File: config.mk
export PLATFORM = sky130hd
export DESIGN_NAME = tag_fifo_flat
export DESIGN_NICKNAME = d
export VERILOG_FILES = /design/src/rtl/tag_fifo_if.sv /design/src/rtl/tag_fifo.sv /design/src/flat_wrapper.sv
export SDC_FILE = /design/constraint.sdc
export NUM_CORES = 1
export LEC_CHECK = 0
export ABC_AREA = 1
export ABC_CLOCK_PERIOD_IN_PS = 3100
export CORE_MARGIN = 4
export CORE_UTILIZATION = 57
export CTS_BUF_LIST = sky130_fd_sc_hd__clkbuf_8 sky130_fd_sc_hd__clkbuf_16
export DETAILED_ROUTE_END_ITERATION = 10
export HOLD_SLACK_MARGIN = 0.08
export PLACE_DENSITY = 0.78
export SLEW_MARGIN = 20
export SYNTH_ARGS = -nofsm -noshare
export SYNTH_HDL_FRONTEND = slang
export SYNTH_SLANG_ARGS = --single-unit
File: constraint.sdc
create_clock -name clk -period 3.1 [get_ports clk]
set_clock_uncertainty 0.2 [all_clocks]
set_input_delay 0.93 -clock clk [delete_from_list [all_inputs] [get_ports clk]]
set_output_delay 0.93 -clock clk [all_outputs]
set_load 0.03 [all_outputs]
File: src/rtl/tag_fifo_if.sv
// rtl/tag_fifo_if.sv - dispatch allocate and CDB release bundle for tag_fifo
interface tag_fifo_if #(
    parameter int TAG_W = 6
);
    logic             alloc_req;
    logic             alloc_valid;
    logic [TAG_W-1:0] alloc_tag;
    logic [TAG_W:0]   alloc_wdata;
    logic             cdb_valid;
    logic [TAG_W-1:0] cdb_tag;

    // dispatch / CDB side
    modport master (
        output alloc_req, cdb_valid, cdb_tag,
        input  alloc_valid, alloc_tag, alloc_wdata
    );

    // free-list side
    modport slave (
        input  alloc_req, cdb_valid, cdb_tag,
        output alloc_valid, alloc_tag, alloc_wdata
    );
endinterface

File: src/rtl/tag_fifo.sv
// rtl/tag_fifo.sv - rename-tag free list (optional CDB bypass: TAG_FIFO_BYPASS_EN)
module tag_fifo #(
    parameter int TAG_W    = 6,
    parameter int NUM_TAGS = 63,
    parameter int CNT_W    = 7
) (
    input  logic             clk,
    input  logic             rst,
    input  logic             flush,
    tag_fifo_if.slave        bus,
    output logic [CNT_W-1:0] free_count,
    output logic             overflow_err,
    output logic             zero_tag_err
);
    localparam int PTR_W = (NUM_TAGS > 1) ? $clog2(NUM_TAGS) : 1;

    logic [TAG_W-1:0] mem [NUM_TAGS];
    logic [PTR_W-1:0] head;
    logic [PTR_W-1:0] tail;

    logic empty;
    logic full;
    logic rel_tag_ok;
    logic bypass;
    logic bypass_take;
    logic alloc_fire;
    logic rel_fire;
    logic ovf_set;
    logic zte_set;

    // Pointers wrap explicitly so NUM_TAGS need not be a power of two.
    function automatic logic [PTR_W-1:0] ptr_inc(input logic [PTR_W-1:0] p);
        return (p == PTR_W'(NUM_TAGS - 1)) ? '0 : p + 1'b1;
    endfunction

    assign empty      = (free_count == '0);
    assign full       = (free_count == CNT_W'(NUM_TAGS));
    assign rel_tag_ok = bus.cdb_valid && (bus.cdb_tag != '0);

`ifdef TAG_FIFO_BYPASS_EN
    assign bypass = empty && rel_tag_ok;
`else
    assign bypass = 1'b0;
`endif

    // A bypassed tag goes straight to dispatch and never touches storage.
    assign bypass_take = bypass && bus.alloc_req;
    assign alloc_fire  = bus.alloc_req && !empty;
    // An allocate in the same cycle opens a slot, so a full list still accepts.
    assign rel_fire    = rel_tag_ok && (!full || alloc_fire) && !bypass_take;
    assign ovf_set     = rel_tag_ok && full && !alloc_fire;
    assign zte_set     = bus.cdb_valid && (bus.cdb_tag == '0);

    // Head tag is presented combinationally; zero encodes "nothing free".
    always_comb begin
        bus.alloc_valid = !empty || bypass;
        bus.alloc_tag   = '0;
        if (bypass)
            bus.alloc_tag = bus.cdb_tag;
        else if (!empty)
            bus.alloc_tag = mem[head];
        bus.alloc_wdata = {bus.alloc_valid, bus.alloc_tag};
    end

    // Storage, pointers and occupancy; reset and flush rebuild the full list 1..NUM_TAGS.
    always_ff @(posedge clk) begin
        if (rst || flush) begin
            for (int i = 0; i < NUM_TAGS; i++)
                mem[i] <= TAG_W'(i + 1);
            head       <= '0;
            tail       <= '0;
            free_count <= CNT_W'(NUM_TAGS);
        end else begin
            if (rel_fire) begin
                mem[tail] <= bus.cdb_tag;
                tail      <= ptr_inc(tail);
            end
            if (alloc_fire)
                head <= ptr_inc(head);
            case ({alloc_fire, rel_fire})
                2'b10:   free_count <= free_count - 1'b1;
                2'b01:   free_count <= free_count + 1'b1;
                default: free_count <= free_count;
            endcase
        end
    end

    // Sticky error flags survive a flush; only reset clears them.
    always_ff @(posedge clk) begin
        if (rst) begin
            overflow_err <= 1'b0;
            zero_tag_err <= 1'b0;
        end else if (!flush) begin
            if (ovf_set)
                overflow_err <= 1'b1;
            if (zte_set)
                zero_tag_err <= 1'b1;
        end
    end
endmodule

File: src/flat_wrapper.sv
// flat-port wrapper written by rule: the top's interface ports become plain ports
module tag_fifo_flat 
#(
    parameter int TAG_W    = 6,
    parameter int NUM_TAGS = 63,
    parameter int CNT_W    = 7
)
  (clk, rst, flush, free_count, overflow_err, zero_tag_err, bus_alloc_req, bus_cdb_valid, bus_cdb_tag, bus_alloc_valid, bus_alloc_tag, bus_alloc_wdata);
  tag_fifo_if #(.TAG_W(TAG_W)) bus_i ();
  input  logic clk;
  input  logic rst;
  input  logic flush;
  output logic [CNT_W-1:0] free_count;
  output logic overflow_err;
  output logic zero_tag_err;
  input wire logic [$bits(bus_i.alloc_req)-1:0] bus_alloc_req;
  input wire logic [$bits(bus_i.cdb_valid)-1:0] bus_cdb_valid;
  input wire logic [$bits(bus_i.cdb_tag)-1:0] bus_cdb_tag;
  output wire logic [$bits(bus_i.alloc_valid)-1:0] bus_alloc_valid;
  output wire logic [$bits(bus_i.alloc_tag)-1:0] bus_alloc_tag;
  output wire logic [$bits(bus_i.alloc_wdata)-1:0] bus_alloc_wdata;
  assign bus_i.alloc_req = bus_alloc_req;
  assign bus_i.cdb_valid = bus_cdb_valid;
  assign bus_i.cdb_tag = bus_cdb_tag;
  assign bus_alloc_valid = bus_i.alloc_valid;
  assign bus_alloc_tag = bus_i.alloc_tag;
  assign bus_alloc_wdata = bus_i.alloc_wdata;
  tag_fifo #(.TAG_W(TAG_W), .NUM_TAGS(NUM_TAGS), .CNT_W(CNT_W)) u_core (.clk(clk), .rst(rst), .flush(flush), .bus(bus_i), .free_count(free_count), .overflow_err(overflow_err), .zero_tag_err(zero_tag_err));
endmodule
==> impl_metrics.toml <==
[power]
comb_power_share_pct = 11.3
cellPowerDensity_nw_per_um2 = 507.6
total_power_mw = 12.40
ir_drop_mv = 0.4086
cellLeakagePower_nw = 9.267
p_int_mw = 9.359
p_seq_share_pct = 51.4
switching_share_pct = 24.53
p_clk_share_pct = 37.3
netSwitchingPower_mw = 3.042

[synthesis]
synth_xor_area_share_pct = 0.1780
synthesis.area_um2 = 19680
ys_seq_area_share_pct = 61.33
avgSynthCellArea_um2 = 9.316
synth_top_area_share_pct = 58.58
ys_types = 39
yosysTopAreaCell = "edfxtp_1"
syn_inst = 2113
synthMuxAreaShare_pct = 0
synthesis.nets = 2135
yosys.area_share.simple_pct = 30.54
yosys_warnings = 0
synth-adder-area-share_pct = 0.7374
synth_top_family_by_area = "simple AND/OR/NAND/NOR gates"
synth_compound_area_share_pct = 2.072
synth.area.top_cells = "edfxtp_1 (59%), nand2_1 (14%), nand3_1 (9.1%)"
synth-seq-cells = 411

[sta]
slew_viol_final = 0
min_period_over_period_pct = 116.7
hold-worst-slack_ns = 0.2990
tightest_slew_ns = 1.066
slew_headroom_pct = 28.96
setup_viol = 12
rsz0062_at_grt = "true"
fin_ws_ns = -0.5189
period_needed_ns = 3.619
max_freq_ghz = 0.2763
hold_violations = 0

[placement]
place_area_um2 = 21430
placedCellCount = 2589
portBuffers = 33
dp_hpwl_um = 33060
place_congestion = 0.9293

[finish]
mostFrequentLayoutCells = "nand2_1 (695), edfxtp_1 (384), nand3_1 (263)"
drive_above_1_share_pct = 21.43
finalNonFillerCells = 2707
final_core_util_pct = 72.31
diodes = 0
final_area_um2 = 24430
area_growth_pct = 24.11
final_common_cell = "nand2_1"
fin_nets = 2252

[outcome]
violations = "negative setup slack"
status = "finished, violations left"

[clock_tree]
numCtsBuffers = 42
clk_latency_ns = 0.54
cts_buffer_depth = 3
cts-root-buf = "clkbuf_16"
cts_sinks = 411
cts_tree = "done"
htree_levels = 2
clkTransAtPathRegs_ns = 0.06

[global_route]
antenna_found_initial = 0
grt_pass1_vias = 16600
grt_use_total_pct = 29.84
overflow = 0
grt_pass1_wl_um = 89330
grt_max_degree = 64

[routing]
drt-vias-per-instance = 6.368
drcViolationCount = 0
routedWlPerCell_um = 22.75
routed_wl_um = 61570
ant_nets = 0
route.vias.total = 17240
drtPass1Iterations = 7
drt_iter0_markers = 2907

[run]
drv_cap = 0

[die]
start_util_pct = 58.26
core_um2 = 33780
die-area_um2 = 37570
rows = 67
fp.dieH_um = 193.8
io_pins = 34
die_x_um = 193.8

[worst_setup_path]
cp_common_cell = "nand2_1"
path_class = "reg2out"
path_cells = "buf_12, buf_8, clkbuf_16, nand2_1, nand3_1, nand3_1, nand2_1, nand2_1, nand3_2, nand3_2, a21oi_4, buf_6"
cp.required_ns = 1.97
worstPathArrival_ns = 2.49
cp-end-kind = "output port"
slowest_delay_ns = 0.38
path_max_fanout = 7
start_kind = "flop"
cp_slowest_cell = "dfxtp_4"

[min_path]
hold_path_class = "reg2reg"
[worst paths after layout]
path | from | endpoint | slack (ns) | cells past startpoint
setup reg to reg | u_core.free_count[3] | u_core.free_count[5] | 0.36 | 16
setup / recovery | flop | bus_alloc_tag[3] | -0.52 | 12
hold / removal | u_core.zero_tag_err | u_core.zero_tag_err | 0.30 | 2
hold reg to reg | u_core.zero_tag_err | u_core.zero_tag_err | 0.30 | 2
[through the flow]
stage,setup WS (ns),setup TNS [ns]
after global placement,-0.3748,-81.36
after CTS,-0.4566,-5.282
after global routing,-0.5718,-6.790
after floorplan,-0.0007148,-0.0007148
final,-0.5189,-6.019
after detailed placement,-0.4186,-119.76
[synth_stat cells (all sizes together)]
| library cell | number |
|---|---|
| nand3 | 357 |
| xnor2 | 1 |
| o21a | 1 |
| dfxtp | 27 |
| edfxtp | 384 |
| nand2 | 743 |
| nor4 | 1 |
| o31ai | 1 |
| inv | 63 |
| a211oi | 1 |
| nor3 | 124 |
| o22ai | 2 |
| o21ai | 45 |
| o211ai | 2 |
| or2 | 1 |
| buf | 64 |
| clkbuf | 107 |
| clkinv | 5 |
| nor2 | 132 |
| nand3b | 2 |
| xor2 | 3 |
| ha | 10 |
| a21oi | 23 |
| nand4 | 10 |
| fa | 1 |
| nor3b | 1 |
| o221ai | 2 |
[layer usage]
layer | up-vias | GRT usage [%] | part of all wire (%)
met5 | - | 0 | 0
met4 | 0 | 13.91 | 4.8
met3 | 289 | 5.908 | 14
met2 | 1490 | 48.30 | 47
met1 | 8036 | 39.26 | 34
li1 | 7422 | - | -
[power by group through the flow]
stage | Combinational (mW) | Clock (mW) | Sequential (mW)
after CTS | 1.27 | 4.61 | 6.36
after floorplan | 0.656 | 0 | 6.46
after detailed placement | 1.08 | 0 | 6.47
after global placement | 1.06 | 0 | 6.47
after global routing | 1.48 | 4.86 | 6.38
final | 1.41 | 4.63 | 6.37
[cells by family (layout without fill, tap and decap cells)]
group	Yosys count	in the layout
buffers and inverters	239	385
AOI/OAI and AO/OA	77	77
DFF	411	411
adders and majority gates	11	11
and+or+nand+nor	1371	1371
xor gates and xnor gates	4	4
[registers in the layout, summed over array words and instances (netlist names), named ones only]
| signal | flops |
|---|---|
| u_core.mem | 384 |
| u_core.overflow_err | 1 |
| u_core.free_count | 7 |
| u_core.head | 6 |
| u_core.zero_tag_err | 1 |
| u_core.tail | 6 |
[area by class of cell]
type | instances | area (um^2)
fillers | 2106 | 9354
well taps | 448 | 560.5
clock inverters | 30 | 147.6
multi-input cells | 1463 | 7318
inverters | 68 | 284.0
repair buffers | 243 | 2944
clock buffers | 43 | 1076
repair inverters | 1 | 16.27
flip-flops and latches | 411 | 12080
[worst max-delay path: cells and delay by family, from the launching register on]
kind	cells	cell delay, ns
AO/OA/AOI/OAI	1	0.24
buffers and inverters	4	0.65
flip-flops	1	0.38
AND/OR/NAND/NOR	7	0.66
[what timing repair did]
| item | in CTS | in global routing |
|---|---|---|
| endpoints found under the setup margin | 14 | 14 |
| hold buffers | 0 | 0 |
| pin swaps | 24 | 64 |
| buffers inserted | 16 | 2 |
| gates cloned | 19 | 11 |
| hold endpoints to repair | 0 | 0 |
| resized for setup | 109 | 91 |
(Power assumes the default switching activity.)
